<file path="config.mk">
export PLATFORM = sky130hd
export DESIGN_NAME = parity_checker_serial
export DESIGN_NICKNAME = d
export VERILOG_FILES = /design/src/rtl/parity_checker_serial.sv
export SDC_FILE = /design/constraint.sdc
export NUM_CORES = 1
export LEC_CHECK = 0
export ABC_CLOCK_PERIOD_IN_PS = 1600
export BUFFER_PORTS_ARGS = -buffer_cell sky130_fd_sc_hd__buf_4
export CAP_MARGIN = 40
export CORE_MARGIN = 5
export CORE_UTILIZATION = 49
export DETAILED_ROUTE_END_ITERATION = 16
export GPL_TIMING_DRIVEN = 0
export PLACE_DENSITY = 0.71
export SLEW_MARGIN = 40
export SYNTH_ARGS = -nofsm -noshare
export SYNTH_HDL_FRONTEND = slang
export SYNTH_SLANG_ARGS = --single-unit
</file>
<file path="constraint.sdc">
create_clock -name clk -period 1.6 [get_ports clk]
set_input_delay 0.4 -clock clk [delete_from_list [all_inputs] [get_ports clk]]
set_output_delay 0.4 -clock clk [all_outputs]
set_load 0.01 [all_outputs]
</file>
<file path="src/rtl/parity_checker_serial.sv">
// parity_checker_serial
//   Serial-frame parity checker. Receives LSB-first frames of DATA_W data bits
//   followed by one parity bit. Reports a per-frame parity result in even or
//   odd mode, and keeps error statistics for the link-status logic.
//
//   Build option: define PC_ERR_CNT_EN to implement the saturating error
//   counter. When it is undefined, err_cnt is tied to 0 and the counter logic
//   is removed; everything else is unchanged.
//
// Parameters
//   DATA_W  data bits per frame (>=1), excluding the parity bit
//   CNT_W   width of the saturating error counter
// Ports
//   clk          in   rising-edge clock
//   rst          in   asynchronous, active-high reset
//   bit_valid    in   bit_in is valid this cycle
//   bit_in       in   serial bit
//   sof          in   start of frame (qualified by bit_valid), marks data bit 0
//   odd_mode     in   1 = odd parity, 0 = even parity; sampled at sof
//   clr_cnt      in   synchronous clear of err_cnt and err_sticky
//   done         out  1-cycle pulse: frame complete, data_out/par_err valid
//   data_out     out  assembled data word, held until next done
//   par_err      out  parity result of last frame, held until next done
//   frame_abort  out  1-cycle pulse: frame restarted before completion
//   err_sticky   out  set by any errored frame; cleared by clr_cnt or rst
//   err_cnt      out  saturating count of errored frames
module parity_checker_serial #(
  parameter int DATA_W = 3,
  parameter int CNT_W  = 8
) (
  input  logic              clk,
  input  logic              rst,
  input  logic              bit_valid,
  input  logic              bit_in,
  input  logic              sof,
  input  logic              odd_mode,
  input  logic              clr_cnt,
  output logic              done,
  output logic [DATA_W-1:0] data_out,
  output logic              par_err,
  output logic              frame_abort,
  output logic              err_sticky,
  output logic [CNT_W-1:0]  err_cnt
);

  localparam int IDX_W = (DATA_W > 1) ? $clog2(DATA_W) : 1;
  localparam logic [IDX_W-1:0] IDX_LAST = IDX_W'(DATA_W - 1);

  typedef enum logic [1:0] {IDLE, DATA, PARITY} state_t;

  state_t              state_q, state_d;
  logic [IDX_W-1:0]    idx_q, idx_d;
  logic [DATA_W-1:0]   data_q, data_d;
  logic                odd_q, odd_d;
  logic                done_q, done_d;
  logic [DATA_W-1:0]   data_out_q, data_out_d;
  logic                par_err_q, par_err_d;
  logic                abort_q, abort_d;
  logic                sticky_q, sticky_d;
  logic                err_event;

  // Frame FSM. Only cycles with bit_valid move anything, so arbitrary gaps
  // between bits are transparent.
  always_comb begin
    state_d    = state_q;
    idx_d      = idx_q;
    data_d     = data_q;
    odd_d      = odd_q;
    done_d     = 1'b0;
    data_out_d = data_out_q;
    par_err_d  = par_err_q;
    abort_d    = 1'b0;
    if (bit_valid) begin
      if (sof) begin
        // sof wins in every state: a frame in flight is dropped (abort pulse)
        // and this bit becomes data[0] of a fresh frame.
        abort_d   = (state_q != IDLE);
        data_d    = '0;
        data_d[0] = bit_in;
        odd_d     = odd_mode;
        idx_d     = IDX_W'(1);
        state_d   = (DATA_W == 1) ? PARITY : DATA;
      end else begin
        case (state_q)
          DATA: begin
            data_d[idx_q] = bit_in;
            if (idx_q == IDX_LAST) state_d = PARITY;
            else                   idx_d   = idx_q + IDX_W'(1);
          end
          PARITY: begin
            done_d     = 1'b1;
            data_out_d = data_q;
            par_err_d  = (^data_q) ^ bit_in ^ odd_q;
            state_d    = IDLE;
          end
          default: ; // IDLE: bits outside a frame are discarded
        endcase
      end
    end
  end

  // Statistics update on the same edge that raises done, so they are
  // consistent with par_err while done is high.
  assign err_event = done_d & par_err_d;

  always_comb begin
    sticky_d = sticky_q;
    if (clr_cnt)        sticky_d = 1'b0;
    else if (err_event) sticky_d = 1'b1;
  end

  always_ff @(posedge clk or posedge rst) begin
    if (rst) begin
      state_q    <= IDLE;
      idx_q      <= '0;
      data_q     <= '0;
      odd_q      <= 1'b0;
      done_q     <= 1'b0;
      data_out_q <= '0;
      par_err_q  <= 1'b0;
      abort_q    <= 1'b0;
      sticky_q   <= 1'b0;
    end else begin
      state_q    <= state_d;
      idx_q      <= idx_d;
      data_q     <= data_d;
      odd_q      <= odd_d;
      done_q     <= done_d;
      data_out_q <= data_out_d;
      par_err_q  <= par_err_d;
      abort_q    <= abort_d;
      sticky_q   <= sticky_d;
    end
  end

`ifdef PC_ERR_CNT_EN
  logic [CNT_W-1:0] cnt_q, cnt_d;

  // clr_cnt beats a same-cycle increment; saturate at all-ones.
  always_comb begin
    cnt_d = cnt_q;
    if (clr_cnt)                        cnt_d = '0;
    else if (err_event && cnt_q != '1)  cnt_d = cnt_q + CNT_W'(1);
  end

  always_ff @(posedge clk or posedge rst) begin
    if (rst) cnt_q <= '0;
    else     cnt_q <= cnt_d;
  end

  assign err_cnt = cnt_q;
`else
  assign err_cnt = '0;
`endif

  assign done        = done_q;
  assign data_out    = data_out_q;
  assign par_err     = par_err_q;
  assign frame_abort = abort_q;
  assign err_sticky  = sticky_q;

endmodule

</file>
==> impl_metrics.tcl, run 1 <==
set metrics [dict create \
    place_worst_setup_slack_ps 141 \
    p_total_mw 1.17 \
    ys_ff_latch 15 \
    rsz0062_at_grt "false" \
    grt.total_usage_pct 11.7 \
    finalCritPeriodShare_pct 87.0 \
    relSlewSlack_pct 63.2 \
    netlist_top_cells_count "dfrtp_1, buf_4, and3b_1, nand2_1, o21ai_0" \
    first_pass_iters 5 \
    fin_util_pct 63.5 \
    fin_crit_ps 1390 \
    clkSinkCount 15 \
    clock_path_buffers 2 \
    die_y_um 50.4 \
    ant_nets 0 \
    die-area_sq_mm 0.00254 \
    cts_resized 0 \
    layout.nets 104 \
    drive_gt1_share_pct 30.1 \
    drc_errors 0 \
    coreArea_sq_mm 0.00152 \
    antenna_found_initial 0 \
    rows 14 \
    ctsHoldBuffers 0 \
    gp_congestion 0.727 \
    grt_pass1_vias 511 \
    synth_largest_area_cell "dfrtp_1" \
    finalHoldViolations 0 \
    floorplan.initialDensity_pct 52.4 \
    postPlaceCellArea_sq_um 942 \
    timing.final.ws_setup_ps 207 \
    yosysSeqAreaShare_pct 47.0 \
    synth_most_common_cell "dfrtp_1" \
    grt_max_degree 16 \
    vdd_ir_drop_max_mv 0.800 \
    num_vias 520 \
    syn-cell-area_sq_um 798 \
    setup_violations 0 \
    finalClockSkew_ps 2.95 \
    path_max_fanout 8 \
    ys.warnings.count 0 \
    max_cap_viol_count 0 \
    drt_iter0_drc 3 \
    io_buffers 13 \
    die_w_um 50.4 \
    cts_tree "yes" \
    grt_first_pass_wirelength_um 2280 \
    clk_pin_slew_ps 90 \
    drv_slew 0 \
    hp-class "input port to async pin" \
    crit_type "flip-flop to flip-flop" \
    ys.flop_type "dfrtp_1" \
    required_ps 1760 \
    synthTopCellsByArea "dfrtp_1, buf_4, and3b_1" \
    vias_per_cell 4.77 \
    wl_per_cell_um 11.4 \
    postCtsSetupRepairBufs 0 \
    diodes 0 \
    syn_area_per_cell_sq_um 11.6 \
    final_area_sq_um 968 \
    start_kind "flip-flop" \
    worstMarginPinSlew_ps 552 \
    endpoint_kind "flip-flop" \
    htreeDepth 1 \
    top_level_ports 22 \
    grt_overflow 0 \
    syn-instance-count 69 \
    status "finished, final reports clean" \
    clk_latency_ps 270 \
    fmax_mhz 718 \
    cellLeakagePower_nw 0.528 \
    cts_buffers 3 \
    synth-async-reset-ratio_pct 100 \
    dp_hpwl_um 977 \
    synth_edf_count 0 \
    areaGrowthSynthToFinish_pct 21.3 \
    cts_root_buf "clkbuf_4" \
    drt_wl_total_um 1240 \
    synth_cell_types 26 \
    yosys.area.top_type_share_pct 47.0 \
    worstPathArrival_ps 1550 \
    setup_tns_ps 0 \
    nFillCells 124 \
    power_density_mw_per_mm2 1210 \
]
-- kinds of logic (layout without fill, tap and decap cells) --
kind of cell	count (synthesis)	after routing	share of synthesized area [%]
buffers and inverters	13	30	10.0
and+or+nand+nor	16	16	13.8
muxes	7	7	10.2
other	1	8	0.470
DFF	15	15	47.0
xor gates and xnor gates	3	3	5.02
adders and majority gates	3	3	4.70
AOI/OAI and AO/OA	11	11	8.78
-- routing by layer --
metal | global-route usage (%) | vias to the layer above | part of all wire, %
met5 | 0 | - | 0
met4 | 7.66 | 0 | 1.5
met3 | 3.25 | 2 | 4.4
met2 | 18.8 | 8 | 53
met1 | 13.5 | 240 | 42
li1 | - | 270 | -
-- where the power goes --
group | total [mW] | switching (mW) | internal, mW | leakage (nW)
clock | 0.209 | 0.112 | 0.0965 | 0.0150
combinational | 0.415 | 0.183 | 0.232 | 0.319
sequential | 0.547 | 0.0773 | 0.470 | 0.194
total | 1.17 | 0.372 | 0.798 | 0.528
-- cell usage in the layout, fill, tap and decap left out, types with 2 or more instances in the layout --
master and n:
conb_1 8, inv_1 3, ha_1 3, mux2_2 2, a22o_1 3, nand2_1 4
nor2_1 2, buf_4 21, clkbuf_1 2, nand2b_1 2, and3b_1 5, a21oi_1 2
o21ai_0 4, mux2_1 3, clkbuf_4 3, dfrtp_1 15
-- metrics by stage --
step,hold WS (ps),std cells
detailed placement,484,105
finish,166,109
floorplan,301,76
global route,215,109
CTS,194,109
global placement,469,105
-- critical path, stage by stage (launching register included) --
cell	delay (ps)
dfrtp_1	450
and4bb_1	290
buf_2	200
mux2_1	340
-- sequential cells by signal, indices dropped and copies added, names as in the netlist --
name         count
done             1
odd_q            1
state_q          2
idx_q            2
data_q           3
par_err          1
frame_abort      1
err_sticky       1
data_out         3
-- cell type report --
class	count	area, sq um	area share [%]
sequential	15	375	38.8
multi-input combinational	48	369	38.1
timing repair buffer	13	97.6	10.1
buffer	10	68.8	7.11
clock buffer	4	26.3	2.71
tap	16	20.0	2.07
inverter	3	11.3	1.16
-- final timing paths --
check,start,end,slack (ps),depth (start not counted)
setup / recovery,state_q[0]$_DFFE_PP0P_,data_out[1]$_DFFE_PP0P_,210,3
hold / removal,rst,data_out[0]$_DFFE_PP0P_,170,2
setup reg to reg,state_q[0]$_DFFE_PP0P_,data_out[1]$_DFFE_PP0P_,210,3
hold reg to reg,data_out[0]$_DFFE_PP0P_,data_out[0]$_DFFE_PP0P_,500,1
max in group asynchronous,rst,odd_q$_DFFE_PP0P_,1070,2
min in group clk,clr_cnt,err_sticky$_DFFE_PP0P_,340,2
(Power assumes the default switching activity.)
==> run 2: changes to the inputs <==
--- a/config.mk
+++ b/config.mk
@@ -5,12 +5,13 @@
 export SDC_FILE = /design/constraint.sdc
 export NUM_CORES = 1
 export LEC_CHECK = 0
-export ABC_CLOCK_PERIOD_IN_PS = 1600
+export ABC_CLOCK_PERIOD_IN_PS = 1500
 export BUFFER_PORTS_ARGS = -buffer_cell sky130_fd_sc_hd__buf_4
 export CAP_MARGIN = 40
 export CORE_MARGIN = 5
 export CORE_UTILIZATION = 49
 export DETAILED_ROUTE_END_ITERATION = 16
+export GPL_ROUTABILITY_DRIVEN = 0
 export GPL_TIMING_DRIVEN = 0
 export PLACE_DENSITY = 0.71
 export SLEW_MARGIN = 40
==> constraint.sdc (replaced) <==
create_clock -name clk -period 1.5 [get_ports clk]
set_input_delay 0.15 -clock clk [delete_from_list [all_inputs] [get_ports clk]]
set_output_delay 0.15 -clock clk [all_outputs]
set_load 0.01 [all_outputs]
==> run 2 against run 1 <==
Effect of this change: clock skew stayed put; register-to-register slack worse by 100 ps; sequential share of layout area is 0.40 points lower; worst hold slack worse by 74 ps; critical path depth stayed put; die area stayed put; non-clock buffer count is 1 higher; core utilization is 0.66 points higher; total power is 6.8% higher; combinational power is 7.0% higher; critical path type unchanged; final cell count is 0.92% higher; clock power is 6% higher.
==> impl_metrics.tcl, run 2 (synthesized netlist as in run 1, its figures left out) <==
set metrics [dict create \
    die_w_um 50.4 \
    grt.total_usage_pct 11.9 \
    ctsHoldBuffers 1 \
    htreeDepth 1 \
    die-area_sq_mm 0.00254 \
    dp.cells 105 \
    setup_tns_ps 0 \
    finalClockSkew_ps 2.95 \
    vdd_ir_drop_max_mv 0.854 \
    top_level_ports 22 \
    drv_slew 0 \
    postPlaceCellArea_sq_um 942 \
    ant_nets 0 \
    reg2reg_from "state_q[0]$_DFFE_PP0P_" \
    worstPathArrival_ps 1550 \
    cp-startpoint "state_q[0]$_DFFE_PP0P_" \
    final_common_cell "buf_4" \
    hold_slack_ps 92.2 \
    antenna_found_initial 0 \
    relSlewSlack_pct 63.2 \
    multiInputGateArea_sq_um 369 \
    grt_first_pass_wirelength_um 2330 \
    p_total_mw 1.25 \
    clk_pin_slew_ps 90 \
    p_comb_share_pct 35.5 \
    vias_per_cell 4.76 \
    hp-class "input port to flip-flop" \
    diodes 0 \
    rsz0062_at_grt "false" \
    timing.final.ws_setup_ps 107 \
    clkPwrFrac_pct 17.8 \
    setup_violations 0 \
    fin_util_pct 64.2 \
    clock_path_buffers 2 \
    r2r_cells 3 \
    seqPwrFrac_pct 46.7 \
    layout.nets 105 \
    min-delay-start "clr_cnt" \
    cellLeakagePower_nw 0.532 \
    cts_buffers 3 \
    grt_pass1_vias 516 \
    wl_per_cell_um 11.4 \
    drive_gt1_share_pct 29.8 \
    place_worst_setup_slack_ps 115 \
    finalNonFillerCells 110 \
    power_density_mw_per_mm2 1280 \
    io_buffers 13 \
    start_kind "flip-flop" \
    crit_type "flip-flop to flip-flop" \
    first_pass_iters 5 \
    status "finished, final reports clean" \
    cts_root_buf "clkbuf_4" \
    areaGrowthSynthToFinish_pct 22.6 \
    worstMarginPinSlew_ps 552 \
    clkSinkCount 15 \
    num_vias 524 \
    grt_max_degree 16 \
    endpoint_kind "flip-flop" \
    finalCritPeriodShare_pct 92.8 \
    p_sw_share_pct 31.8 \
    final_cell_mix "buf_4, dfrtp_1, conb_1, and3b_1" \
    nFillCells 123 \
    grt_overflow 0 \
    clk_latency_ps 270 \
    max_cap_viol_count 0 \
    drt_wl_total_um 1250 \
    coreArea_sq_mm 0.00152 \
    drc_errors 0 \
    drt_iter0_drc 3 \
    final_area_sq_um 978 \
    cts_tree "yes" \
    finalHoldViolations 0 \
    rows 14 \
    dp_hpwl_um 977 \
    seq_area_sq_um 375 \
    internal_power_uw 853 \
    holdPathStages 2 \
    floorplan.initialDensity_pct 52.4 \
    cts_resized 0 \
    postCtsSetupRepairBufs 0 \
    fmax_mhz 718 \
    die_y_um 50.4 \
    fin_crit_ps 1390 \
    path_max_fanout 8 \
    required_ps 1660 \
    switchingPower_uw 398 \
]
-- run 2: cell count changes in the layout (fill, tap and decap cells not counted), sizes merged --
cell         delta
dlygate4sd3     +1
-- run 2: path summary, 6_finish.rpt --
kind | to | slack (ps)
max | data_out[1]$_DFFE_PP0P_ | 110
min | err_sticky$_DFFE_PP0P_ | 90
max reg2reg | data_out[1]$_DFFE_PP0P_ | 110
min reg2reg | data_out[0]$_DFFE_PP0P_ | 500
max in group asynchronous | odd_q$_DFFE_PP0P_ | 660
min in group asynchronous | data_out[0]$_DFFE_PP0P_ | 480
-- run 2: power by group through the flow --
stage / registers (mW) / clock network (mW) / logic [mW]
floorplan: 0.585 / 0 / 0.334
global placement: 0.588 / 0 / 0.436
detailed placement: 0.592 / 0 / 0.446
CTS: 0.584 / 0.234 / 0.450
global route: 0.605 / 0.258 / 0.500
finish: 0.584 / 0.222 / 0.444
-- run 2: critical path, cell delays in order, from the launching register on --
cell	delay (ps)
dfrtp_1	450
and4bb_1	290
buf_2	200
mux2_1	340
-- run 2: cell type report --
class / instances / share of cell area, %
timing repair buffer: 14 / 11.0
sequential: 15 / 38.4
multi-input combinational: 48 / 37.7
tap: 16 / 2.05
inverter: 3 / 1.15
buffer: 10 / 7.03
clock buffer: 4 / 2.69
-- run 2: layer usage --
| layer | global-route usage [%] | share of wire (%) | up-vias |
|---|---|---|---|
| met5 | 0 | 0 | - |
| met4 | 7.66 | 1.5 | 0 |
| met3 | 3.25 | 4.3 | 2 |
| met2 | 19.2 | 53 | 8 |
| met1 | 13.7 | 41 | 242 |
| li1 | - | - | 272 |
==> run 3: changes to the inputs <==
--- a/config.mk
+++ b/config.mk
@@ -5,6 +5,7 @@
 export SDC_FILE = /design/constraint.sdc
 export NUM_CORES = 1
 export LEC_CHECK = 0
+export ABC_AREA = 1
 export ABC_CLOCK_PERIOD_IN_PS = 1500
 export BUFFER_PORTS_ARGS = -buffer_cell sky130_fd_sc_hd__buf_4
 export CAP_MARGIN = 40
@@ -13,7 +14,7 @@
 export DETAILED_ROUTE_END_ITERATION = 16
 export GPL_ROUTABILITY_DRIVEN = 0
 export GPL_TIMING_DRIVEN = 0
-export PLACE_DENSITY = 0.71
+export PLACE_DENSITY = 0.72
 export SLEW_MARGIN = 40
 export SYNTH_ARGS = -nofsm -noshare
 export SYNTH_HDL_FRONTEND = slang
==> run 3 against run 2 <==
Effect of this change: global-route usage is 1.7 points higher; sequential cell count stayed put; register-to-register slack better by 180 ps; synthesized cell count is 36% higher; area after synthesis is 1.7% lower; count of clock-buffer cells in the layout is 1 lower; sequential share of layout area is 0.098 points higher; routed wire length is 22% higher; total power is 12% higher; final cell count is 24% higher; cell area is 0.26% lower; highest routed layer unchanged.
==> impl_metrics.tcl, run 3 <==
set metrics [dict create \
    synthTopCellsByArea "dfrtp_1, nand2_1, buf_4" \
    crit_type "flip-flop to flip-flop" \
    clock_path_buffers 2 \
    final_cell_mix "buf_4, nand2_1, dfrtp_1, inv_1, o21ai_1" \
    setup_violations 0 \
    setup_tns_ps 0 \
    finalClockSkew_ps 6.82 \
    htreeDepth 1 \
    vias_per_cell 4.67 \
    max_cap_viol_count 0 \
    synth_most_common_cell "nand2_1" \
    syn-cell-area_sq_um 785 \
    required_ps 1690 \
    finalCritPeriodShare_pct 80.7 \
    seq_area_sq_um 375 \
    die_y_um 50.0 \
    antenna_found_initial 0 \
    cts_tree "yes" \
    grt_first_pass_wirelength_um 2600 \
    yosys.area.top_type_share_pct 47.8 \
    relSlewSlack_pct 61.8 \
    dp_hpwl_um 1180 \
    synth_largest_area_cell "dfrtp_1" \
    drive_gt1_share_pct 25.8 \
    ys_ff_latch 15 \
    p_comb_share_pct 39.7 \
    start_kind "flip-flop" \
    seqPwrFrac_pct 44.0 \
    worstMarginPinSlew_ps 572 \
    clkPwrFrac_pct 16.4 \
    clkSinkCount 15 \
    postPlaceCellArea_sq_um 928 \
    rsz0062_at_grt "false" \
    ys.warnings.count 0 \
    syn-instance-count 94 \
    clk_latency_ps 280 \
    netlist_top_cells_count "nand2_1, dfrtp_1, inv_1, o21ai_1, buf_4" \
    grt_pass1_vias 656 \
    finalNonFillerCells 136 \
    top_level_ports 22 \
    syn_area_per_cell_sq_um 8.35 \
    drc_errors 0 \
    io_buffers 13 \
    internal_power_uw 879 \
    diodes 0 \
    floorplan.initialDensity_pct 52.1 \
    synth-async-reset-ratio_pct 100 \
    die_w_um 50.0 \
    yosysSeqAreaShare_pct 47.8 \
    rows 14 \
    final_common_cell "buf_4" \
    cellLeakagePower_nw 0.547 \
    drt_iter0_drc 10 \
    final_area_sq_um 976 \
    place_worst_setup_slack_ps 309 \
    ys.flop_type "dfrtp_1" \
    fin_crit_ps 1210 \
    wl_per_cell_um 11.2 \
    coreArea_sq_mm 0.00151 \
    path_max_fanout 4 \
    multiInputGateArea_sq_um 315 \
    cts_buffers 3 \
    p_sw_share_pct 37.3 \
    finalHoldViolations 0 \
    power_density_mw_per_mm2 1440 \
    num_vias 635 \
    cts_resized 0 \
    die-area_sq_mm 0.00250 \
    ant_nets 0 \
    drt_wl_total_um 1520 \
    worstPathArrival_ps 1400 \
    hp-class "input port to flip-flop" \
    fmax_mhz 826 \
    layout.nets 131 \
    grt_overflow 0 \
    dp.cells 130 \
    grt.total_usage_pct 13.6 \
    cts_root_buf "clkbuf_4" \
    grt_max_degree 16 \
    drv_slew 0 \
    clk_pin_slew_ps 90 \
    endpoint_kind "flip-flop" \
    synth_edf_count 0 \
    nFillCells 138 \
    vdd_ir_drop_max_mv 0.804 \
    synth_cell_types 17 \
    first_pass_iters 3 \
    timing.final.ws_setup_ps 290 \
    switchingPower_uw 522 \
    areaGrowthSynthToFinish_pct 24.4 \
    status "finished, final reports clean" \
]
==> run 3: cell count changes in the layout (fill, tap and decap cells not counted), sizes merged, moves of 3 or more <==
cell,before,now
a21oi,2,5
a22o,3,0
and3b,5,0
inv,3,16
mux2,6,0
nand2,4,20
nand3,0,5
o21ai,5,13
==> run 3: repair_timing <==
action | 4_1_cts | 5_1_grt
endpoints found under the setup margin | 0 | 0
hold endpoints to repair | 15 | 1
hold buffers | 1 | 1
setup buffers | 0 | 0
==> run 3: metrics by stage <==
step,power (mW),hold WS (ps),utilization (%)
CTS,1.41,2.06,64.1
finish,1.40,91.8,64.8
global route,1.54,76.1,64.8
detailed placement,1.18,249,61.6
global placement,1.15,246,61.6
floorplan,0.993,51.5,-
==> run 3: critical path, stage by stage (launching register included) <==
cell     delay (ps)
dfrtp_1         360
inv_1            80
ha_1            240
a22oi_2         250
nand3_1          90
o21ai_0         100
==> run 3: cells by family (layout without fill, tap and decap cells) <==
| logic type | after synthesis | after routing | share of synthesized area (%) |
|---|---|---|---|
| buffers and inverters | 24 | 43 | 15.3 |
| AND/OR/NAND/NOR | 31 | 31 | 17.4 |
| other | 1 | 8 | 0.478 |
| adder cells (fa/ha/maj) | 3 | 3 | 4.79 |
| AO/OA/AOI/OAI | 19 | 19 | 13.1 |
| flip-flops | 15 | 15 | 47.8 |
| XOR/XNOR | 1 | 1 | 1.12 |
==> run 3: cell type report <==
| type | instances | share of cell area (%) |
|---|---|---|
| clock buffers | 3 | 2.31 |
| inverters | 16 | 6.15 |
| clock inverters | 1 | 0.513 |
| multi-input cells | 62 | 32.3 |
| plain buffers | 8 | 6.15 |
| flip-flops and latches | 15 | 38.5 |
| repair buffers | 15 | 12.1 |
| well taps | 16 | 2.05 |
==> run 3: power by group through the flow <==
stage,Clock (mW),Combinational (mW),Sequential [mW]
finish,0.229,0.556,0.616
floorplan,0,0.355,0.637
CTS,0.239,0.560,0.616
global route,0.264,0.636,0.635
detailed placement,0,0.555,0.624
global placement,0,0.537,0.613
==> run 3: worst paths after layout <==
path	start	end	slack [ps]	cells past startpoint
setup / recovery	idx_q[0]$_DFFE_PP0P_	idx_q[1]$_DFFE_PP0P_	290	5
hold / removal	sof	done$_DFF_PP0_	90	2
setup reg to reg	idx_q[0]$_DFFE_PP0P_	idx_q[1]$_DFFE_PP0P_	290	5
hold reg to reg	par_err$_DFF_PP0_	par_err$_DFF_PP0_	490	2
max in group asynchronous	rst	idx_q[0]$_DFFE_PP0P_	630	3
min in group asynchronous	rst	par_err$_DFF_PP0_	490	3
==> run 3: metal layers <==
metal  track usage [%]  wire [um]  vias up
met4              8.30         10        0
li1                  -          -      334
met2              24.5        846       11
met1              12.5        581      288
met5                 0          0        -
met3              4.82         85        2
